$ cat src/rtl/pipe_stall_ctrl.sv
// Pipeline sequencer: merges hazard, data-memory and mul/div stalls into per-stage enables/flushes.
// Optional performance counters are built when PIPE_PERF_CNT_EN is defined.
module pipe_stall_ctrl #(
  parameter int MEM_TIMEOUT = 256,
  parameter int CNT_W       = 32
) (
  input  logic             clk,
  input  logic             rst_n,
  input  logic             load_use_stall,
  input  logic             btaken_EX,
  input  logic             mem_req_MEM,
  input  logic             mem_ready,
  input  logic             md_start_EX,
  input  logic             md_done,
  output logic             pc_en,
  output logic             if_id_en,
  output logic             if_id_flush,
  output logic             id_ex_en,
  output logic             id_ex_flush,
  output logic             ex_mem_en,
  output logic             ex_mem_flush,
  output logic             mem_wb_en,
  output logic             mem_timeout_err,
  output logic [CNT_W-1:0] stall_cycles,
  output logic [CNT_W-1:0] flush_count
);

  localparam int WD_W = (MEM_TIMEOUT > 2) ? $clog2(MEM_TIMEOUT) : 1;
  localparam logic [WD_W-1:0] WD_MAX = WD_W'(MEM_TIMEOUT - 1);

  typedef enum logic [1:0] {RUN = 2'd0, MEM_WAIT = 2'd1, MD_BUSY = 2'd2} state_t;

  state_t          state_q, state_d;
  logic            md_pend_q, md_pend_d;
  logic [WD_W-1:0] wd_cnt_q, wd_cnt_d;
  logic            err_q, err_d;
  logic            mem_freeze;
  logic            md_act;
  logic            run_rules;

  assign mem_freeze = mem_req_MEM & ~mem_ready;

  always_ff @(posedge clk or negedge rst_n) begin
    if (!rst_n) begin
      state_q   <= RUN;
      md_pend_q <= 1'b0;
      wd_cnt_q  <= '0;
      err_q     <= 1'b0;
    end else begin
      state_q   <= state_d;
      md_pend_q <= md_pend_d;
      wd_cnt_q  <= wd_cnt_d;
      err_q     <= err_d;
    end
  end

  // md_pend remembers a mul/div that must resume once the memory freeze releases
  always_comb begin
    state_d   = state_q;
    md_pend_d = md_pend_q;
    case (state_q)
      RUN: begin
        if (mem_freeze) begin
          state_d   = MEM_WAIT;
          md_pend_d = md_start_EX;
        end else if (md_start_EX) begin
          state_d = MD_BUSY;
        end
      end
      MD_BUSY: begin
        if (mem_freeze) begin
          state_d   = MEM_WAIT;
          md_pend_d = 1'b1;
        end else if (md_done) begin
          state_d = RUN;
        end
      end
      MEM_WAIT: begin
        if (!mem_freeze) begin
          state_d   = md_pend_q ? MD_BUSY : RUN;
          md_pend_d = 1'b0;
        end
      end
      default: begin
        state_d   = RUN;
        md_pend_d = 1'b0;
      end
    endcase
  end

  always_comb begin
    wd_cnt_d = '0;
    err_d    = err_q;
    if (state_q == MEM_WAIT) begin
      if (mem_freeze) begin
        wd_cnt_d = (wd_cnt_q == WD_MAX) ? wd_cnt_q : wd_cnt_q + 1'b1;
      end
      if ((MEM_TIMEOUT != 0) && (wd_cnt_q == WD_MAX)) begin
        err_d = 1'b1;
      end
    end
  end

  assign mem_timeout_err = err_q;

  assign md_act = ((state_q == RUN) && md_start_EX)
               || ((state_q == MD_BUSY) && !md_done)
               || ((state_q == MEM_WAIT) && md_pend_q);
  assign run_rules = (state_q != MD_BUSY);

  always_comb begin
    pc_en        = 1'b0;
    if_id_en     = 1'b0;
    if_id_flush  = 1'b0;
    id_ex_en     = 1'b0;
    id_ex_flush  = 1'b0;
    ex_mem_en    = 1'b0;
    ex_mem_flush = 1'b0;
    mem_wb_en    = 1'b0;
    if (rst_n && !mem_freeze) begin
      if (md_act) begin
        ex_mem_en    = 1'b1;
        ex_mem_flush = 1'b1;
        mem_wb_en    = 1'b1;
      end else begin
        pc_en     = 1'b1;
        if_id_en  = 1'b1;
        id_ex_en  = 1'b1;
        ex_mem_en = 1'b1;
        mem_wb_en = 1'b1;
        // the ID instruction is wrong-path on a taken branch, so its load-use hazard is moot
        if (run_rules && btaken_EX) begin
          if_id_flush = 1'b1;
          id_ex_flush = 1'b1;
        end else if (run_rules && load_use_stall) begin
          pc_en       = 1'b0;
          if_id_en    = 1'b0;
          id_ex_flush = 1'b1;
        end
      end
    end
  end

`ifdef PIPE_PERF_CNT_EN
  logic [CNT_W-1:0] stall_cnt_q, stall_cnt_d;
  logic [CNT_W-1:0] flush_cnt_q, flush_cnt_d;

  always_comb begin
    stall_cnt_d = stall_cnt_q;
    flush_cnt_d = flush_cnt_q;
    if (!pc_en && (stall_cnt_q != '1)) stall_cnt_d = stall_cnt_q + 1'b1;
    if (if_id_flush && (flush_cnt_q != '1)) flush_cnt_d = flush_cnt_q + 1'b1;
  end

  always_ff @(posedge clk or negedge rst_n) begin
    if (!rst_n) begin
      stall_cnt_q <= '0;
      flush_cnt_q <= '0;
    end else begin
      stall_cnt_q <= stall_cnt_d;
      flush_cnt_q <= flush_cnt_d;
    end
  end

  assign stall_cycles = stall_cnt_q;
  assign flush_count  = flush_cnt_q;
`else
  assign stall_cycles = '0;
  assign flush_count  = '0;
`endif

endmodule
$ cat config.mk
export PLATFORM = sky130hd
export DESIGN_NAME = pipe_stall_ctrl
export DESIGN_NICKNAME = d
export VERILOG_FILES = /design/src/rtl/pipe_stall_ctrl.sv
export SDC_FILE = /design/constraint.sdc
export NUM_CORES = 1
export LEC_CHECK = 0
export CAP_MARGIN = 10
export CORE_ASPECT_RATIO = 0.5
export CORE_MARGIN = 2
export CORE_UTILIZATION = 36
export DETAILED_ROUTE_END_ITERATION = 8
export PLACE_DENSITY = 0.82
export SYNTH_ARGS = -nofsm -noshare
export SYNTH_HDL_FRONTEND = slang
export SYNTH_SLANG_ARGS = --single-unit
$ cat constraint.sdc
create_clock -name clk -period 2.2 [get_ports clk]
set_input_delay 0.55 -clock clk [delete_from_list [all_inputs] [get_ports clk]]
set_output_delay 0.55 -clock clk [all_outputs]
set_load 0.05 [all_outputs]
==> summary.md <==
| Metric | Value |
|---|---|
| Status | `finished, final reports clean` |
| Final Cycle Share | `0.976` |
| Fin crit period | `around 2.1 ns` |
| Clock Path Buffers | `2` |
| Net Sw Power | `approximately 0.43 mW` |
| Synthesized netlist cell count | `around 140` |
| Die Wd | `about 86 µm` |
| Antenna viol nets, final | `0` |
| Post-synthesis cell area | `around 1200 µm²` |
| IO Port Bufs | `16` |
| Final nets | `180` |
| Crit-path max cell delay | `approximately 0.4 ns` |
| Vias in the first global route | `roughly 700` |
| Placed insts | `roughly 200` |
| First-pass GRT wire length | `between 3000 and 4000 µm` |
| Crit path DAT | `1.60 ns` |
| Final Non-Filler Cells | `210` |
| Power Density | `646 nW/µm²` |
| CP Cell Sequence | `clkdlybuf4s15_1 -> or3b_4 -> o2111ai_4 -> buf_6 -> inv_4 -> buf_12` |
| IO Pins | `just over 80` |
| Slew @ Worst Pin | `around 0.52 ns` |
| Routability Congestion | `approximately 0.87` |
| Fin Setup TNS | `0 ns` |
| EDFF count, synth | `0` |
| Fmax | `around 0.47 GHz` |
| Htree depth | `1` |
| Top_reg_cell synth | `dfrtp_1` |
| CP endpoint kind | `output port` |
| Die ar. | `about 3900 µm²` |
| R2r worst-path depth | `4` |
| Avg Cell Area, Syn | `about 8.4 µm²` |
| # clock sinks | `12` |
| WL/cell | `10.6 µm` |
| Via Count | `about 900` |
| Remaining DRCs | `0` |
| Die height | `45.0 µm` |
| Final Skew | `around 0.0028 ns` |
| Leak | `0.697 nW` |
| Clock Latency Late Sink | `around 0.24 ns` |
| Flop pwr share | `0.263` |
| Peak VDD IR | `roughly 0.00018 V` |
| Buffers and inverters on the worst path | `4` |
| Clock power frac | `0.249` |
| Num CTS Buffers | `3` |
| WP data required | `~1.7 ns` |
| Post-synthesis sequential area ratio | `0.248` |
| CTS tree | `done` |
| Reg clk slew, reported paths | `about 0.05 ns` |
| RSZ-0062 raised after global routing | `no` |
| WL final | `~2200 µm` |
| Fin util | `0.462` |
| Drt first pass iters | `4` |
| Largest net degree at the start of global routing | `13` |
| Area delta synth->final | `18.5%` |
| FFs w/ async S/R, synth | `1.00` |
| Gr usage total | `0.108` |
| Worst Path Max Fanout | `4` |
| Initial Utilization | `0.390` |
| Cell family with most CP delay | `buffers and inverters` |
| Final setup viols | `0` |
| Crit Path Class | `input pin to output port` |
| Hold Path Class | `flip-flop to flip-flop` |
| Grt total ovfl | `0` |
| Combinational Power Share | `0.488` |
| WHS Path Cells | `1` |
| Setup crit start kind | `input pin` |
| Distinct cells, synth | `34` |
| Ys Warns | `0` |
| Design internal power | `between 0.4 and 0.5 mW` |
| # rows | `14` |
| Number of diodes | `0` |
| Maximum Capacitance Violations | `0` |
| Sw Share | `0.465` |
| CORE AREA | `between 3000 and 4000 µm²` |
| Via/cell ratio | `between 4 and 5` |
| Share of cells above drive strength 1 | `0.224` |
| Initial antenna violation count | `0` |
| Pwr Total | `0.926 mW` |
| Initial DRC count | `75` |
| Root Buffer | `clkbuf_8` |
| DP HPWL | `approximately 1700 µm` |
| Slew headroom | `0.653` |
| CP max-delay cell | `or3b_4` |
| Synth Register Bits | `12` |
| Fin. Hold Viols | `0` |
| Slew Limit Fails | `0` |
| CP Depth | `6` |
[layer usage]
metal / share of wire / vias up / GRT usage
met5: 0 / - / 0
met4: 0.016 / 0 / 0.0381
met3: 0.091 / 4 / 0.0329
met2: 0.50 / 58 / 0.198
met1: 0.40 / 400 / 0.122
li1: - / 412 / -
[placed cells by master (no fill, tap or decap), types with 2 or more instances in the layout]
master,netlist,layout
nor3_1,4,4
conb_1,1,64
o21ai_0,8,8
dlygate4sd2_1,0,3
nand4_1,2,2
inv_1,6,5
nand2_1,6,6
clkdlybuf4s50_1,0,3
dfrtp_1,12,10
clkbuf_8,0,4
a21oi_1,4,4
buf_4,66,11
clkdlybuf4s15_1,0,2
and4_1,2,2
dfrtp_2,0,2
buf_12,0,8
a31oi_1,3,2
nand3_1,5,5
nor2_2,0,3
[power groups by stage]
stage	clock network (mW)	registers, mW	logic (mW)
after floorplan	0	0.238	0.422
after global placement	0	0.242	0.419
after detailed placement	0	0.243	0.422
after CTS	0.234	0.242	0.445
after global routing	0.245	0.244	0.467
final	0.231	0.243	0.452
[final timing paths]
kind                       slack, ns         endpoint            start
max in group asynchronous       1.49       state_q[1]            rst_n
min reg2reg                     0.49  mem_timeout_err  mem_timeout_err
max                             0.05         id_ex_en          md_done
min in group asynchronous       0.55        md_pend_q            rst_n
min                             0.49  mem_timeout_err  mem_timeout_err
max reg2reg                     0.68      wd_cnt_q[6]      wd_cnt_q[0]
[cells in the mapped netlist, types with 2 or more instances]
cell type | number | share of area
dfrtp_1 | 12 | 0.25
nor3_1 | 4 | 0.017
o21ai_0 | 8 | 0.033
nor2_1 | 4 | 0.012
inv_1 | 6 | 0.019
a21oi_1 | 4 | 0.017
and4_1 | 2 | 0.014
a31oi_1 | 3 | 0.016
nand2_1 | 6 | 0.019
nand3_1 | 5 | 0.021
buf_4 | 66 | 0.41
nand4_1 | 2 | 0.010
[kinds of logic after synthesis]
logic type / Yosys count / share of synthesized area
compound gates: 22 / 0.115
fa+ha+maj: 1 / 0.0104
buf+inv: 75 / 0.445
flops: 12 / 0.248
mux: 1 / 0.00828
other cells: 1 / 0.00310
simple gates: 32 / 0.170
[area by class of cell]
type / instances / area (µm²)
inverter: 6 / 25.0
tap: 40 / 50.0
timing repair buffer: 28 / 330
fill: 274 / 1670
sequential: 12 / 303
multi-input combinational: 120 / 669
clock buffer: 4 / 55.1
[per-stage QoR]
stage,hold WS [ns],area (µm²),worst slack [ns]
2_1_floorplan,0.254,1460,0.00139
3_3_place_gp,0.452,1300,-0.292
3_5_place_dp,0.492,1300,-0.327
4_1_cts,0.503,1420,0.0192
5_1_grt,0.524,1430,0.0107
6_report,0.493,1430,0.0526
[sequential cells by signal, indices dropped and copies added, names as in the netlist]
name / flops
wd_cnt_q: 8
state_q: 2
md_pend_q: 1
mem_timeout_err: 1
[what timing repair did]
action / 4_1_cts / 5_1_grt
setup buffers: 3 / 1
cloned: 0 / 0
pin swaps: 4 / 1
setup endpoints to repair: 8 / 2
gates resized for setup: 19 / 1
hold buffers: 0 / 0
Power figures use the tool's default switching activity.
